**src/rtl/riscv_pkg.sv**
```systemverilog
`default_nettype none
// ============================================================================
//  Module      : riscv_pkg
//  Description : Types and constants shared by the RV32I fetch stage.
//                - XLEN, RESET_PC_DEFAULT, INSTR_NOP
//                - fetch_state_t : fetch FSM state encoding
//                - if_id_t       : IF/ID pipeline payload
//  Revision    : 1.0 - initial release
// ============================================================================
package riscv_pkg;

  localparam int          XLEN             = 32;
  localparam logic [31:0] RESET_PC_DEFAULT = 32'h0000_0000;
  localparam logic [31:0] INSTR_NOP        = 32'h0000_0013;  // addi x0, x0, 0

  typedef enum logic [1:0] {
    S_BOOT  = 2'd0,
    S_FETCH = 2'd1,
    S_TRAP  = 2'd2
  } fetch_state_t;

  typedef struct packed {
    logic [31:0] instr;
    logic [31:0] pc;
    logic [31:0] pc_plus4;
  } if_id_t;

endpackage
`default_nettype wire

```
**src/rtl/fetch_unit_if.sv**
```systemverilog
`default_nettype none
// ============================================================================
//  Module      : fetch_unit_if
//  Description : IF/ID valid/ready handshake bundle.
//                master (fetch)  : drives out_valid/out_instr/out_pc/out_pc_plus4,
//                                  receives out_ready
//                slave  (decode) : the reverse
//  Revision    : 1.0 - initial release
// ============================================================================
interface fetch_unit_if;

  logic        out_valid;
  logic        out_ready;
  logic [31:0] out_instr;
  logic [31:0] out_pc;
  logic [31:0] out_pc_plus4;

  modport master (
    output out_valid,
    output out_instr,
    output out_pc,
    output out_pc_plus4,
    input  out_ready
  );

  modport slave (
    input  out_valid,
    input  out_instr,
    input  out_pc,
    input  out_pc_plus4,
    output out_ready
  );

endinterface
`default_nettype wire

```
**src/rtl/fetch_unit_if_id_reg.sv**
```systemverilog
`default_nettype none
// ============================================================================
//  Module      : if_id_reg
//  Description : IF/ID payload register with valid bit.
//                clk, rst  : clock, synchronous active-high reset
//                load      : capture d and set valid
//                flush     : clear valid (payload is left as-is)
//                d / q     : payload in / out
//                valid     : q holds a valid instruction
//  Revision    : 1.0 - initial release
// ============================================================================
module if_id_reg
  import riscv_pkg::*;
(
  input  wire logic   clk,
  input  wire logic   rst,
  input  wire logic   load,
  input  wire logic   flush,
  input  wire if_id_t d,
  output logic        valid,
  output if_id_t      q
);

  logic   valid_d, valid_q;
  if_id_t payload_d, payload_q;

  // load and flush are never asserted together by the fetch unit; load wins
  // if they ever are.
  always_comb begin
    valid_d   = valid_q;
    payload_d = payload_q;
    if (load) begin
      valid_d   = 1'b1;
      payload_d = d;
    end else if (flush) begin
      valid_d   = 1'b0;
    end
  end

  always_ff @(posedge clk) begin
    if (rst) begin
      valid_q   <= 1'b0;
      payload_q <= '{instr: INSTR_NOP, pc: 32'h0, pc_plus4: 32'h0};
    end else begin
      valid_q   <= valid_d;
      payload_q <= payload_d;
    end
  end

  assign valid = valid_q;
  assign q     = payload_q;

endmodule
`default_nettype wire

```
**src/rtl/fetch_unit.sv**
```systemverilog
`default_nettype none
// ============================================================================
//  Module      : fetch_unit
//  Description : RV32I instruction-fetch stage. Owns the PC, drives the
//                combinational instruction memory, registers each fetched
//                word into an IF/ID valid/ready stage, takes redirects from
//                execute and traps on misaligned redirect targets.
//  Ports       : clk, rst          clock, synchronous active-high reset
//                imem_addr/instr   instruction memory (same-cycle read)
//                redirect_valid/pc PC change request from execute
//                out_if (master)   IF/ID handshake + payload
//                fetch_trap        misaligned redirect trap pending
//                trap_addr         offending redirect target
//                fetch_count       accepted handshakes (wraps)
//  Revision    : 1.0 - initial release
// ============================================================================
module fetch_unit
  import riscv_pkg::*;
#(
  parameter logic [31:0] RESET_PC = RESET_PC_DEFAULT,
  parameter int          XLEN     = riscv_pkg::XLEN
)(
  input  wire logic            clk,
  input  wire logic            rst,
  output logic [XLEN-1:0]      imem_addr,
  input  wire logic [XLEN-1:0] imem_instr,
  input  wire logic            redirect_valid,
  input  wire logic [XLEN-1:0] redirect_pc,
  fetch_unit_if.master         out_if,
  output logic                 fetch_trap,
  output logic [XLEN-1:0]      trap_addr,
  output logic [XLEN-1:0]      fetch_count
);

  fetch_state_t    state_d, state_q;
  logic [XLEN-1:0] pc_d, pc_q;
  logic            fetch_trap_d, fetch_trap_q;
  logic [XLEN-1:0] trap_addr_d, trap_addr_q;
  logic [XLEN-1:0] fetch_count_d, fetch_count_q;

  logic            out_valid;
  if_id_t          if_id_q;
  if_id_t          if_id_d;

  logic            redirect_take;
  logic            redirect_misaligned;
  logic            adv;
  logic            flush;
  logic            handshake;

  // --------------------------------------------------------------------------
  // FSM: state register
  // --------------------------------------------------------------------------
  always_ff @(posedge clk) begin
    if (rst) begin
      state_q <= S_BOOT;
    end else begin
      state_q <= state_d;
    end
  end

  // --------------------------------------------------------------------------
  // FSM: next state
  // --------------------------------------------------------------------------
  always_comb begin
    state_d = state_q;
    case (state_q)
      S_BOOT:  state_d = S_FETCH;
      S_FETCH,
      S_TRAP: begin
        if (redirect_take) begin
          state_d = redirect_misaligned ? S_TRAP : S_FETCH;
        end
      end
      default: state_d = S_BOOT;
    endcase
  end

  // --------------------------------------------------------------------------
  // FSM: outputs / control
  // --------------------------------------------------------------------------
  always_comb begin
    // Redirects are dropped during the boot cycle.
    redirect_take       = redirect_valid && (state_q != S_BOOT);
    redirect_misaligned = |redirect_pc[1:0];
    // Any redirect (even an ignored one) suppresses the fetch in its cycle;
    // in S_BOOT no fetch happens anyway, so this only matters in S_FETCH.
    adv       = (state_q == S_FETCH) && (!out_valid || out_if.out_ready) && !redirect_valid;
    handshake = out_valid && out_if.out_ready;
    // An accepted payload with nothing new behind it must drop valid, and a
    // redirect discards whatever is held, stalled or not.
    flush     = redirect_take || (out_if.out_ready && !adv);
  end

  // --------------------------------------------------------------------------
  // PC, trap and counter next-state
  // --------------------------------------------------------------------------
  always_comb begin
    pc_d          = pc_q;
    fetch_trap_d  = fetch_trap_q;
    trap_addr_d   = trap_addr_q;
    fetch_count_d = fetch_count_q;

    if (redirect_take) begin
      if (redirect_misaligned) begin
        fetch_trap_d = 1'b1;
        trap_addr_d  = redirect_pc;
      end else begin
        fetch_trap_d = 1'b0;
        pc_d         = redirect_pc;
      end
    end else if (adv) begin
      pc_d = pc_q + XLEN'(4);
    end

    if (handshake) begin
      fetch_count_d = fetch_count_q + XLEN'(1);
    end
  end

  always_ff @(posedge clk) begin
    if (rst) begin
      pc_q          <= RESET_PC;
      fetch_trap_q  <= 1'b0;
      trap_addr_q   <= '0;
      fetch_count_q <= '0;
    end else begin
      pc_q          <= pc_d;
      fetch_trap_q  <= fetch_trap_d;
      trap_addr_q   <= trap_addr_d;
      fetch_count_q <= fetch_count_d;
    end
  end

  // --------------------------------------------------------------------------
  // IF/ID stage
  // --------------------------------------------------------------------------
  always_comb begin
    if_id_d = '{instr: imem_instr, pc: pc_q, pc_plus4: pc_q + XLEN'(4)};
  end

  if_id_reg u_if_id_reg (
    .clk   (clk),
    .rst   (rst),
    .load  (adv),
    .flush (flush),
    .d     (if_id_d),
    .valid (out_valid),
    .q     (if_id_q)
  );

  assign imem_addr           = pc_q;
  assign out_if.out_valid    = out_valid;
  assign out_if.out_instr    = if_id_q.instr;
  assign out_if.out_pc       = if_id_q.pc;
  assign out_if.out_pc_plus4 = if_id_q.pc_plus4;
  assign fetch_trap          = fetch_trap_q;
  assign trap_addr           = trap_addr_q;
  assign fetch_count         = fetch_count_q;

endmodule
`default_nettype wire

```
**src/flat_wrapper.sv**
```systemverilog
// flat-port wrapper written by rule: the top's interface ports become plain ports
module fetch_unit_flat import riscv_pkg::*;
#(
  parameter logic [31:0] RESET_PC = RESET_PC_DEFAULT,
  parameter int          XLEN     = riscv_pkg::XLEN
)
  (clk, rst, imem_addr, imem_instr, redirect_valid, redirect_pc, fetch_trap, trap_addr, fetch_count, out_if_out_valid, out_if_out_instr, out_if_out_pc, out_if_out_pc_plus4, out_if_out_ready);
  fetch_unit_if out_if_i ();
  input  wire logic clk;
  input  wire logic rst;
  output logic [XLEN-1:0] imem_addr;
  input  wire logic [XLEN-1:0] imem_instr;
  input  wire logic redirect_valid;
  input  wire logic [XLEN-1:0] redirect_pc;
  output logic fetch_trap;
  output logic [XLEN-1:0] trap_addr;
  output logic [XLEN-1:0] fetch_count;
  output wire logic [$bits(out_if_i.out_valid)-1:0] out_if_out_valid;
  output wire logic [$bits(out_if_i.out_instr)-1:0] out_if_out_instr;
  output wire logic [$bits(out_if_i.out_pc)-1:0] out_if_out_pc;
  output wire logic [$bits(out_if_i.out_pc_plus4)-1:0] out_if_out_pc_plus4;
  input wire logic [$bits(out_if_i.out_ready)-1:0] out_if_out_ready;
  assign out_if_out_valid = out_if_i.out_valid;
  assign out_if_out_instr = out_if_i.out_instr;
  assign out_if_out_pc = out_if_i.out_pc;
  assign out_if_out_pc_plus4 = out_if_i.out_pc_plus4;
  assign out_if_i.out_ready = out_if_out_ready;
  fetch_unit #(.RESET_PC(RESET_PC), .XLEN(XLEN)) u_core (.clk(clk), .rst(rst), .imem_addr(imem_addr), .imem_instr(imem_instr), .redirect_valid(redirect_valid), .redirect_pc(redirect_pc), .out_if(out_if_i), .fetch_trap(fetch_trap), .trap_addr(trap_addr), .fetch_count(fetch_count));
endmodule
```
**config.mk**
```make
export PLATFORM = sky130hd
export DESIGN_NAME = fetch_unit_flat
export DESIGN_NICKNAME = d
export VERILOG_FILES = /design/src/rtl/riscv_pkg.sv /design/src/rtl/fetch_unit_if.sv /design/src/rtl/fetch_unit_if_id_reg.sv /design/src/rtl/fetch_unit.sv /design/src/flat_wrapper.sv
export SDC_FILE = /design/constraint.sdc
export NUM_CORES = 1
export LEC_CHECK = 0
export BUFFER_PORTS_ARGS = -buffer_cell sky130_fd_sc_hd__buf_2
export CORE_MARGIN = 2
export CORE_UTILIZATION = 40
export CTS_CLUSTER_DIAMETER = 80
export DETAILED_ROUTE_END_ITERATION = 8
export RECOVER_POWER = 100
export SLEW_MARGIN = 20
export SYNTH_ARGS = -nofsm -noshare
export SYNTH_HDL_FRONTEND = slang
export SYNTH_SLANG_ARGS = --single-unit
export TNS_END_PERCENT = 50
```
**constraint.sdc**
```tcl
create_clock -name clk -period 3.5 [get_ports clk]
set_clock_uncertainty 0.2 [all_clocks]
set_input_delay 0.7 -clock clk [delete_from_list [all_inputs] [get_ports clk]]
set_output_delay 0.7 -clock clk [all_outputs]
set_load 0.02 [all_outputs]
```
==> results.py <==
metrics = {
    "run_status": {
        "status": "finished clean",
    },
    "detailed_routing": {
        "first_pass_iters": 5,
        "viasPerCell": 5.16,
        "vias": 7926,
        "first_iter_violations": 502,
        "antenna_left": 0,
        "drc": 0,
        "wirelength_mm": 25.7,
        "wl_per_cell_um": 16.7,
    },
    "grt": {
        "grt_pass1_vias": 6975,
        "overflow": 0,
        "grt_max_degree": 61,
        "antenna_found_initial": 0,
        "grt_pass1_wl_mm": 39.1,
        "grt_use_total_pct": 22.0,
    },
    "timing": {
        "final-max-slew-violation-count": 0,
        "worst_slew_pin_slew_ns": 1.24,
        "report.final.setup_viol": 0,
        "layout_min_cycle_time_ns": 2.88,
        "clock.fmax_mhz": 348,
        "period_share_pct": 82.2,
        "slew_headroom_pct": 17.2,
        "rsz0062_at_grt": "false",
        "finalHoldViolations": 0,
        "setup_tns_ns": 0,
    },
    "setup_path": {
        "critical_path_peak_fanout": 7,
        "reg2reg_to": "u_core.u_if_id_reg.q[28]",
        "reg2reg_depth": 6,
        "reg2reg_slack_ns": 0.62,
        "crit_path_end_kind": "register",
        "start_kind": "register",
        "setup.worst_path.class": "reg -> reg",
        "rr_startpoint": "u_core.imem_addr[3]",
        "critical_path_arrival_ns": 3.01,
        "cp.required_ns": 3.63,
    },
    "cts": {
        "h-tree-depth": 4,
        "clkTransAtPathRegs_ns": 0.07,
        "root_buffer": "clkbuf_16",
        "cts_buffers": 17,
        "post_cts_buffers": 0,
        "clock_sinks": 194,
        "clkLatencyLatePin_ns": 0.44,
        "ctsResizeCount": 0,
        "clk_path_buf_depth": 2,
        "tritoncts": "done",
        "hold_buffers": 0,
    },
    "hold_path": {
        "hold_end": "u_core.u_if_id_reg.q[77]",
        "hold_depth": 2,
        "min-delay-path-class": "reg -> reg",
        "min_from": "u_core.u_if_id_reg.q[77]",
    },
    "logic_synthesis": {
        "yosysSeqAreaShare_pct": 45.3,
        "syn_area_per_cell_um2": 8.05,
        "synth.net_count": 1137,
        "synth_ff_type": "dfxtp_1",
        "yosysWarnings": 0,
        "netlist_area_um2": 8560,
        "synth_edf_count": 0,
        "synth.ff_latch_count": 194,
        "syn_inst": 1064,
        "ys_types": 56,
        "async_flop_share_pct": 0,
    },
    "pwr": {
        "pwr-share-seq_pct": 44.2,
        "combPwrFrac_pct": 23.2,
        "p_switching_mw": 2.06,
        "clkPwrFrac_pct": 32.6,
        "power.leakage_nw": 3.43,
        "intPower_mw": 3.83,
        "p_per_area_nw_per_um2": 585,
        "ir_worst_vdd_uv": 344,
        "swShare_pct": 35.0,
    },
    "finish": {
        "drive_gt1_share_pct": 9.98,
        "syn_to_final_growth_pct": 17.6,
        "layout_commonest_cell": "nand2_1",
        "diodes": 0,
        "fillers": 2217,
        "layoutNonFillerInstCount": 1537,
        "nets": 1323,
        "final_cell_mix": "nand2_1, clkbuf_1, dfxtp_1, a21oi_1, nor2_1",
    },
    "placement": {
        "hpwl_mm": 18.2,
        "dp.cells": 1506,
        "gp_congestion": 0.859,
        "port_buffers": 261,
    },
    "floorplan": {
        "initial_core_util_pct": 40.7,
        "rows": 53,
        "ios": 262,
        "core_um2": 21000,
        "chipWidth_um": 150,
        "die_h_um": 150,
        "dieArea_um2": 22600,
    },
    "flow_run": {
        "cap_violations": 0,
    },
}
## registers in the layout (all words and copies together) (netlist names)
name and flops:
u_core.u_if_id_reg.q 94, u_core.state_q 2, u_core.trap_addr 32, u_core.fetch_trap 1, u_core.imem_addr 32, u_core.u_if_id_reg.valid 1, u_core.fetch_count 32
## kinds of logic after synthesis
kind of cell / count (synthesis) / synth area share, %
compound gates: 220 / 15.3
simple gates: 464 / 25.4
xor+xnor: 52 / 5.32
buf+inv: 122 / 7.06
fa+ha+maj: 5 / 0.730
mux: 7 / 0.818
flops: 194 / 45.3
## worst max-delay path by stage
stage	from	endpoint	slack [ns]	cells after the start
final	u_core.imem_addr[3]	u_core.u_if_id_reg.q[28]	0.62	6
after global routing	u_core.imem_addr[3]	u_core.imem_addr[28]	0.43	6
after CTS	u_core.state_q[0]	u_core.imem_addr[12]	1.01	8
after detailed placement	out_if_out_ready	u_core.imem_addr[24]	0.82	5
after global placement	redirect_pc[0]	u_core.imem_addr[13]	0.86	7
after floorplan	redirect_pc[0]	u_core.imem_addr[13]	1.09	6
## power groups by stage
stage | logic (mW) | clock network (mW) | registers, mW
after detailed placement | 1.45 | 0 | 2.65
after floorplan | 0.812 | 0 | 2.81
final | 1.37 | 1.92 | 2.60
after global routing | 1.52 | 2.06 | 2.63
after global placement | 1.44 | 0 | 2.64
after CTS | 1.45 | 1.97 | 2.60
## cells in the mapped netlist, types with 4 or more instances
master / number / area, um^2
buf_4: 34 / 255
inv_1: 8 / 30.0
a21oi_1: 114 / 571
and3_1: 10 / 62.6
nor2_1: 92 / 345
a22o_1: 6 / 52.6
nor4_4: 4 / 85.1
nor3b_1: 4 / 30.0
o22ai_1: 5 / 31.3
xnor2_1: 29 / 254
clkbuf_1: 61 / 229
buf_1: 9 / 33.8
xor2_1: 23 / 201
and4_1: 10 / 87.6
and2_1: 8 / 50.1
or3_1: 11 / 68.8
ha_1: 5 / 62.6
o21ai_0: 25 / 125
nand4_1: 14 / 87.6
a22oi_1: 11 / 82.6
mux2i_1: 7 / 70.1
buf_2: 8 / 40.0
nand2_1: 234 / 878
a211oi_1: 26 / 195
nor4_1: 13 / 81.3
nor3_1: 10 / 50.1
dfxtp_1: 194 / 3880
a31oi_1: 8 / 50.1
nand3_1: 36 / 180
a21boi_0: 5 / 37.5
nand2b_1: 4 / 25.0
## critical path: stages, from the launching register on
cell      delay, ns
dfxtp_1        0.42
ha_1           0.28
nand3_1        0.20
or4_1          0.69
nor4_1         0.54
xnor2_1        0.20
a211oi_2       0.25
## layer usage
metal	wire [um]	vias to the layer above	GRT usage, %	part of all wire [%]
met5	0	-	0	0
met4	374	0	5.85	1.5
met1	11700	3660	30.4	46
met3	1820	29	6.30	7.1
met2	11800	252	33.8	46
li1	-	3985	-	-
## through the flow
step                total power, mW  hold slack (ns)  setup WS, ns  utilization [%]  area (um^2)
floorplan                      3.62            0.241          1.09                -         8560
global placement               4.08            0.238         0.859             46.8         9840
detailed placement             4.09            0.243         0.824             46.8         9840
CTS                            6.02            0.253          1.01             49.5        10400
global route                   6.21            0.272         0.427             47.9        10100
finish                         5.89            0.255         0.622             47.9        10100
## area by class of cell
cell class                 instances  area [um^2]  share of cell area [%]
clock inverter                    13          128                    1.27
tap                              275          344                    3.42
multi-input combinational        748         4060                    40.3
clock buffer                      18          439                    4.36
timing repair buffer             281         1190                    11.8
inverter                           8         30.0                   0.298
sequential                       194         3880                    38.6
Note: power is estimated with default switching activity, not from simulation.
